File: config.mk
export PLATFORM = sky130hd
export DESIGN_NAME = alu_dot8_unit
export DESIGN_NICKNAME = d
export VERILOG_FILES = /design/src/rtl/alu_dot8_unit.sv
export SDC_FILE = /design/constraint.sdc
export NUM_CORES = 2
export LEC_CHECK = 0
export CAP_MARGIN = 5
export CORE_MARGIN = 2
export CORE_UTILIZATION = 45
export CTS_CLUSTER_SIZE = 24
export DETAILED_ROUTE_END_ITERATION = 10
export PLACE_DENSITY = 0.76
export SETUP_SLACK_MARGIN = 0.15
export SLEW_MARGIN = 5
export SYNTH_ARGS = -nofsm -noshare
export SYNTH_HDL_FRONTEND = slang
export SYNTH_SLANG_ARGS = --single-unit
File: constraint.sdc
create_clock -name clk -period 14.3 [get_ports clk]
set_input_delay 2.145 -clock clk [delete_from_list [all_inputs] [get_ports clk]]
set_output_delay 2.145 -clock clk [all_outputs]
set_load 0.03 [all_outputs]
File: src/rtl/alu_dot8_unit.sv
// alu_dot8_unit: packed int8 dot-product execute pipe.
// Per lane, four signed byte pairs are multiplied in stage 1 and reduced to
// an 18-bit signed sum in stage 2, sign-extended to XLEN on the commit stream.
// Two elastic stages give one op per cycle with a two-cycle latency.
module alu_dot8_unit #(
   parameter int CORE_ID   = 0,
   parameter int NUM_LANES = 4,
   parameter int XLEN      = 32,
   parameter int UUID_W    = 44,
   parameter int NW_W      = 2,
   parameter int PC_W      = 30,
   parameter int NR_W      = 6,
   parameter int PID_W     = 1
) (
   input  logic                      clk,
   input  logic                      reset,
   input  logic                      in_valid,
   output logic                      in_ready,
   input  logic [UUID_W-1:0]         in_uuid,
   input  logic [NW_W-1:0]           in_wid,
   input  logic [NUM_LANES-1:0]      in_tmask,
   input  logic [PC_W-1:0]           in_PC,
   input  logic [NR_W-1:0]           in_rd,
   input  logic                      in_wb,
   input  logic [PID_W-1:0]          in_pid,
   input  logic                      in_sop,
   input  logic                      in_eop,
   input  logic [NUM_LANES*XLEN-1:0] in_rs1,
   input  logic [NUM_LANES*XLEN-1:0] in_rs2,
   output logic                      out_valid,
   input  logic                      out_ready,
   output logic [UUID_W-1:0]         out_uuid,
   output logic [NW_W-1:0]           out_wid,
   output logic [NUM_LANES-1:0]      out_tmask,
   output logic [PC_W-1:0]           out_PC,
   output logic [NR_W-1:0]           out_rd,
   output logic                      out_wb,
   output logic [PID_W-1:0]          out_pid,
   output logic                      out_sop,
   output logic                      out_eop,
   output logic [NUM_LANES*XLEN-1:0] out_data
);

   // Sideband that rides unchanged alongside the arithmetic (tmask kept apart,
   // since stage 2 also needs it to zero inactive lanes).
   localparam int SB_W = UUID_W + NW_W + PC_W + NR_W + 1 + PID_W + 1 + 1;

   if (!(XLEN == 32 || XLEN == 64) || CORE_ID < 0) begin : g_bad_cfg
      $error("alu_dot8_unit: XLEN must be 32 or 64 and CORE_ID non-negative");
   end

   // 8x8 signed multiply; both operands widened first so the product is exact.
   function automatic logic signed [15:0] mul8(input logic signed [7:0] a,
                                               input logic signed [7:0] b);
      return 16'(a) * 16'(b);
   endfunction

   // Four-product reduction; 18 bits covers [-65024, +65536] without wrap.
   function automatic logic signed [17:0] sum4(input logic signed [15:0] p0,
                                               input logic signed [15:0] p1,
                                               input logic signed [15:0] p2,
                                               input logic signed [15:0] p3);
      return 18'(p0) + 18'(p1) + 18'(p2) + 18'(p3);
   endfunction

   // Sign-extend the lane sum to XLEN, or force zero for an inactive lane.
   function automatic logic [XLEN-1:0] lane_out(input logic signed [17:0] s,
                                                input logic en);
      return en ? XLEN'(s) : '0;
   endfunction

   logic                      adv1, adv2;
   logic                      vld_p1_q, vld_p2_q;
   logic [SB_W-1:0]           sb_in;
   logic [SB_W-1:0]           sb_p1_q, sb_p2_q;
   logic [NUM_LANES-1:0]      tmask_p1_q, tmask_p2_q;
   logic signed [15:0]        prod_p1_d [NUM_LANES][4];
   logic signed [15:0]        prod_p1_q [NUM_LANES][4];
   logic [NUM_LANES*XLEN-1:0] data_p2_d, data_p2_q;

   assign adv2     = ~vld_p2_q | out_ready;
   assign adv1     = ~vld_p1_q | adv2;
   assign in_ready = adv1 | reset;

   assign sb_in = {in_uuid, in_wid, in_PC, in_rd, in_wb, in_pid, in_sop, in_eop};

   // Stage 1 products: only the low 32 bits of each lane operand are used.
   always_comb begin
      for (int i = 0; i < NUM_LANES; i++) begin
         for (int k = 0; k < 4; k++) begin
            prod_p1_d[i][k] = mul8(in_rs1[i*XLEN + 8*k +: 8], in_rs2[i*XLEN + 8*k +: 8]);
         end
      end
   end

   // Stage 2 reduction and lane masking.
   always_comb begin
      data_p2_d = '0;
      for (int i = 0; i < NUM_LANES; i++) begin
         data_p2_d[i*XLEN +: XLEN] = lane_out(sum4(prod_p1_q[i][0], prod_p1_q[i][1],
                                                   prod_p1_q[i][2], prod_p1_q[i][3]),
                                              tmask_p1_q[i]);
      end
   end

   // Stage valid bits: the only reset state; reset drops in-flight ops.
   always_ff @(posedge clk) begin
      if (reset) begin
         vld_p1_q <= 1'b0;
         vld_p2_q <= 1'b0;
      end else begin
         if (adv1) vld_p1_q <= in_valid;
         if (adv2) vld_p2_q <= vld_p1_q;
      end
   end

   // ---- stage 1 boundary: products and sideband ----
   always_ff @(posedge clk) begin
      if (adv1) begin
         prod_p1_q  <= prod_p1_d;
         sb_p1_q    <= sb_in;
         tmask_p1_q <= in_tmask;
      end
   end

   // ---- stage 2 boundary: sums and sideband, held while stalled ----
   always_ff @(posedge clk) begin
      if (adv2) begin
         data_p2_q  <= data_p2_d;
         sb_p2_q    <= sb_p1_q;
         tmask_p2_q <= tmask_p1_q;
      end
   end

   assign out_valid = vld_p2_q;
   assign out_data  = data_p2_q;
   assign out_tmask = tmask_p2_q;
   assign {out_uuid, out_wid, out_PC, out_rd, out_wb, out_pid, out_sop, out_eop} = sb_p2_q;

endmodule

---- Word-level counts from Yosys, hierarchy flattened ----
Cells that the tools add are included.
cells by class
  add/subtract/negate cells ............... 12
  $mul .................................... 16
  bitwise gates (word level) .............. 5
operators with widths
  cell                        number
  multiplier 8 x 8 -> 16 bit  16
  adder 17 x 16 -> 18 bit     4
  adder 18 x 16 -> 18 bit     4
  adder 16 x 16 -> 17 bit     4
  OR 1 bit                    3
  inverter 1 bit              2
word-level totals
  register bits ........................... 510
  input bits .............................. 350
  output and inout port bits .............. 220

---- Logic depth before layout (Yosys ltp) ----
  depth after elaboration ................. 4
  depth in mapped cells ................... 18

---- Worst setup path before layout ----
Ideal clock, no wire load.
  path type ............................... in2out
  from .................................... input port out_ready
  to ...................................... output port in_ready
  arrival ................................. 10.811 ns
  required time ........................... 12.155 ns
  path slack .............................. 1.344 ns
  stages .................................. 3
  path buffers ............................ 0
  cells stage by stage .................... nor2b_1 nand2_1 or2_2
between the ends
  longest elaborated chain between the ends .. 3
RTL lines
  element      line  text
  from (decl)  31    input logic out_ready,
  OR 1 bit     81    assign adv2 = ~vld_p2_q | out_ready;
  OR 1 bit     82    assign adv1 = ~vld_p1_q | adv2;
  net adv1     72    logic adv1, adv2;
  OR 1 bit     83    assign in_ready = adv1 | reset;
  to (decl)    18    output logic in_ready,
The timed path passes the listed nets, and every way through them passes these cells.

---- Worst setup path in the final report ----
Same ends and word-level chain as after synthesis.

==> impl_metrics.csv <==
group,metric,value,unit
critical_path,crit_path_max_incr_delay,650,ps
yosys,yosys.area.top_type,"fa_1",
critical_path,cp-end-kind,"output pin",
final_layout,nets,8101,
detailed_routing,first_pass_iters,5,
timing,fin_setup_tns,0,ps
clock_tree,clock_path_buffers,3,
critical_path,cp.arrival,4840,ps
clock_tree,post_cts_buffers,0,
grt,grt_usage,0.201,
pwr,p_sw,8500,uW
timing,slew_viol_final,0,
timing,hold_violations,0,
critical_path,worstSetupPathType,"input port to output pin",
grt,overflow,0,
clock_tree,clockRootBuffer,"clkbuf_16",
run,cap_violations,0,
final_layout,final_cell_mix,"1329 x inv_1, 1012 x fa_1, 707 x and2_1, 569 x clkdlybuf4s50_1, 532 x ha_1",
die,io_pins,570,
yosys,ys_async_sr_fraction,0,
grt,grt_max_degree,144,
yosys,yosysWarnings,0,
detailed_routing,vias,40241,
clock_tree,clkLatencyLatePin,660,ps
yosys,avgSynthCellArea,10.8,sq um
grt,antenna_found_initial,26,
pwr,p_clk_frac,0.096,
clock_tree,clock_sinks,510,
critical_path,crit_top_cell,"clkdlybuf4s50_1",
timing,worst_pin_slew,996,ps
timing,period_share,0.489,
die,dieArea,0.139,sq mm
timing,finalSetupViolations,0,
timing,fmax,0.143,GHz
detailed_routing,drc_errors,0,
critical_path,crit_slowest_cell,"nand2_4",
grt,grt_pass1_wl,223000,um
yosys,ys_types,69,
yosys,synth.ff_latch_count,510,
yosys,ys_seq_area_frac,0.250,
pwr,pwr-share-seq,0.171,
yosys,synth-edff-count,508,
die,die_w,373,um
die,rows,135,
final_layout,final_common_cell,"inv_1",
critical_path,startpoint_type,"input port",
timing,fin_crit,6990,ps
die,core,0.135,sq mm
yosys,yosys.area.top_type_share,0.332,
clock_tree,clk_pin_slew_worst_paths,60,ps
pwr,irDropWorstVdd,0.349,mV
clock_tree,cts_tree,"yes",
yosys,synth_nets,7529,
final_layout,area_delta_synth_final,16.0,%
yosys,synth_cells,5635,
critical_path,cp_max_fo,67,
clock_tree,cts_resized,0,
grt,grt_pass1_vias,43225,
timing,skew,41.2,ps
critical_path,cp_cell_sequence,"clkdlybuf4s50_1 > nor2b_1 > nand2_4 > or2_2 > clkdlybuf4s50_1",
pwr,p_int,9370,uW
placed_design,place_area,0.0686,sq mm
pwr,p_sw_frac,0.476,
detailed_routing,vias_per_cell,5.00,
placed_design,io_buffers,569,
yosys,synthFlopType,"edfxtp_1",
pwr,pwr_density_cell,252,mW/mm^2
yosys,syn_area,0.0611,sq mm
yosys,synthTopCellsByArea,"fa_1 33%, edfxtp_1 25%, ha_1 11%",
pwr,combPwrFrac,0.733,
detailed_routing,wl_per_cell,16.9,um
placed_design,gp_congestion,0.905,
final_layout,drive_gt1_frac,0.0222,
die,start_util,0.452,
pwr,p_leak,0.0325,uW
hold_path,worstHoldPathType,"flip-flop to flip-flop",
die,die_h,373,um
run_status,outcome,"complete, no violations",
clock_tree,cts_inserted_buffers,61,
detailed_routing,drt_iter0_drc,2157,
final_layout,final_area,0.0709,sq mm
detailed_routing,drt_wl_total,136000,um
timing,rsz0062_at_grt,"false",
critical_path,required,12150,ps
detailed_routing,drtAntennaViolNets,0,
clock_tree,hold_buffers,0,
timing,max_slew_margin,0.336,
placed_design,dp_hpwl,113000,um
clock_tree,htreeDepth,2,
[routing by layer]
metal  up-vias  wire [um]  track usage
met4        20       4150       0.0617
met1     20334      55100        0.256
met5         -        122            0
met2      1042      67700        0.347
li1      18638          -            -
met3       207       9350       0.0390
[cell families after synthesis]
family / count (synthesis) / synth area share
flip-flops: 510 / 0.250
AND/OR/NAND/NOR: 1405 / 0.126
buffers and inverters: 1396 / 0.0892
adder cells (fa/ha/maj): 1544 / 0.440
XOR/XNOR: 293 / 0.0420
multiplexers: 22 / 0.00395
AO/OA/AOI/OAI: 465 / 0.0481
[synthesized netlist by cell type (33+ instances only)]
cell	number
o21ai_1	63
fa_1	1012
nor2b_1	132
a21oi_1	162
edfxtp_1	508
nand2_1	287
xnor2_1	229
buf_4	56
ha_1	532
xor2_1	64
and2_1	707
a21o_1	33
o21a_1	33
nor2_1	138
inv_1	1330
[flip-flops by register name (all words and copies together) (netlist names)]
register / count
tmask_p1_q: 4
out_valid: 1
vld_p1_q: 1
prod_p1_q: 256
out_data: 72
sb_p2_q: 86
sb_p1_q: 86
out_tmask: 4
[final cells by class]
cell class	count	area, sq um
diodes	15	37.5
multi-input cells	3729	40400
repair buffers	573	5740
flip-flops and latches	510	15300
fillers	11642	64200
clock inverters	48	674
well taps	1781	2230
clock buffers	66	1550
inverters	1332	5010
[power by group through the flow]
stage / Clock [uW] / Combinational, uW / Sequential, uW
5_1_grt: 1810 / 14700 / 3100
6_report: 1720 / 13100 / 3050
4_1_cts: 1760 / 13100 / 3060
3_5_place_dp: 0 / 12900 / 3080
2_1_floorplan: 0 / 9710 / 3120
3_3_place_gp: 0 / 12500 / 3080
[worst max-delay path: cells and delay by family]
family / cells / cell delay, ps
AND/OR/NAND/NOR: 3 / 1700
buffers and inverters: 2 / 1000
[metrics by stage]
stage | hold slack, ps | total power [uW] | instances | setup WS, ps | util
2_1_floorplan | 400 | 12800 | 5635 | 1340 | -
3_3_place_gp | 400 | 15600 | 7925 | 7340 | 0.508
3_5_place_dp | 405 | 16000 | 7925 | 7260 | 0.508
4_1_cts | 398 | 17900 | 8039 | 7250 | 0.524
5_1_grt | 407 | 19600 | 8050 | 7100 | 0.525
6_report | 410 | 17900 | 8054 | 7310 | 0.525
[final timing paths]
kind                            slack, ps              startpoint                          end  cells after the start
worst max-delay path                 7310               out_ready                     in_ready                      5
worst min-delay path                  410   sb_p1_q[28]$_DFFE_PP_        sb_p2_q[28]$_DFFE_PP_                      0
worst max register to register      10190  prod_p1_q[1]$_DFFE_PP_  out_data[113]$_SDFFCE_PN0P_                     11
worst min register to register        410   sb_p1_q[28]$_DFFE_PP_        sb_p2_q[28]$_DFFE_PP_                      0
Power figures use the tool's default switching activity.
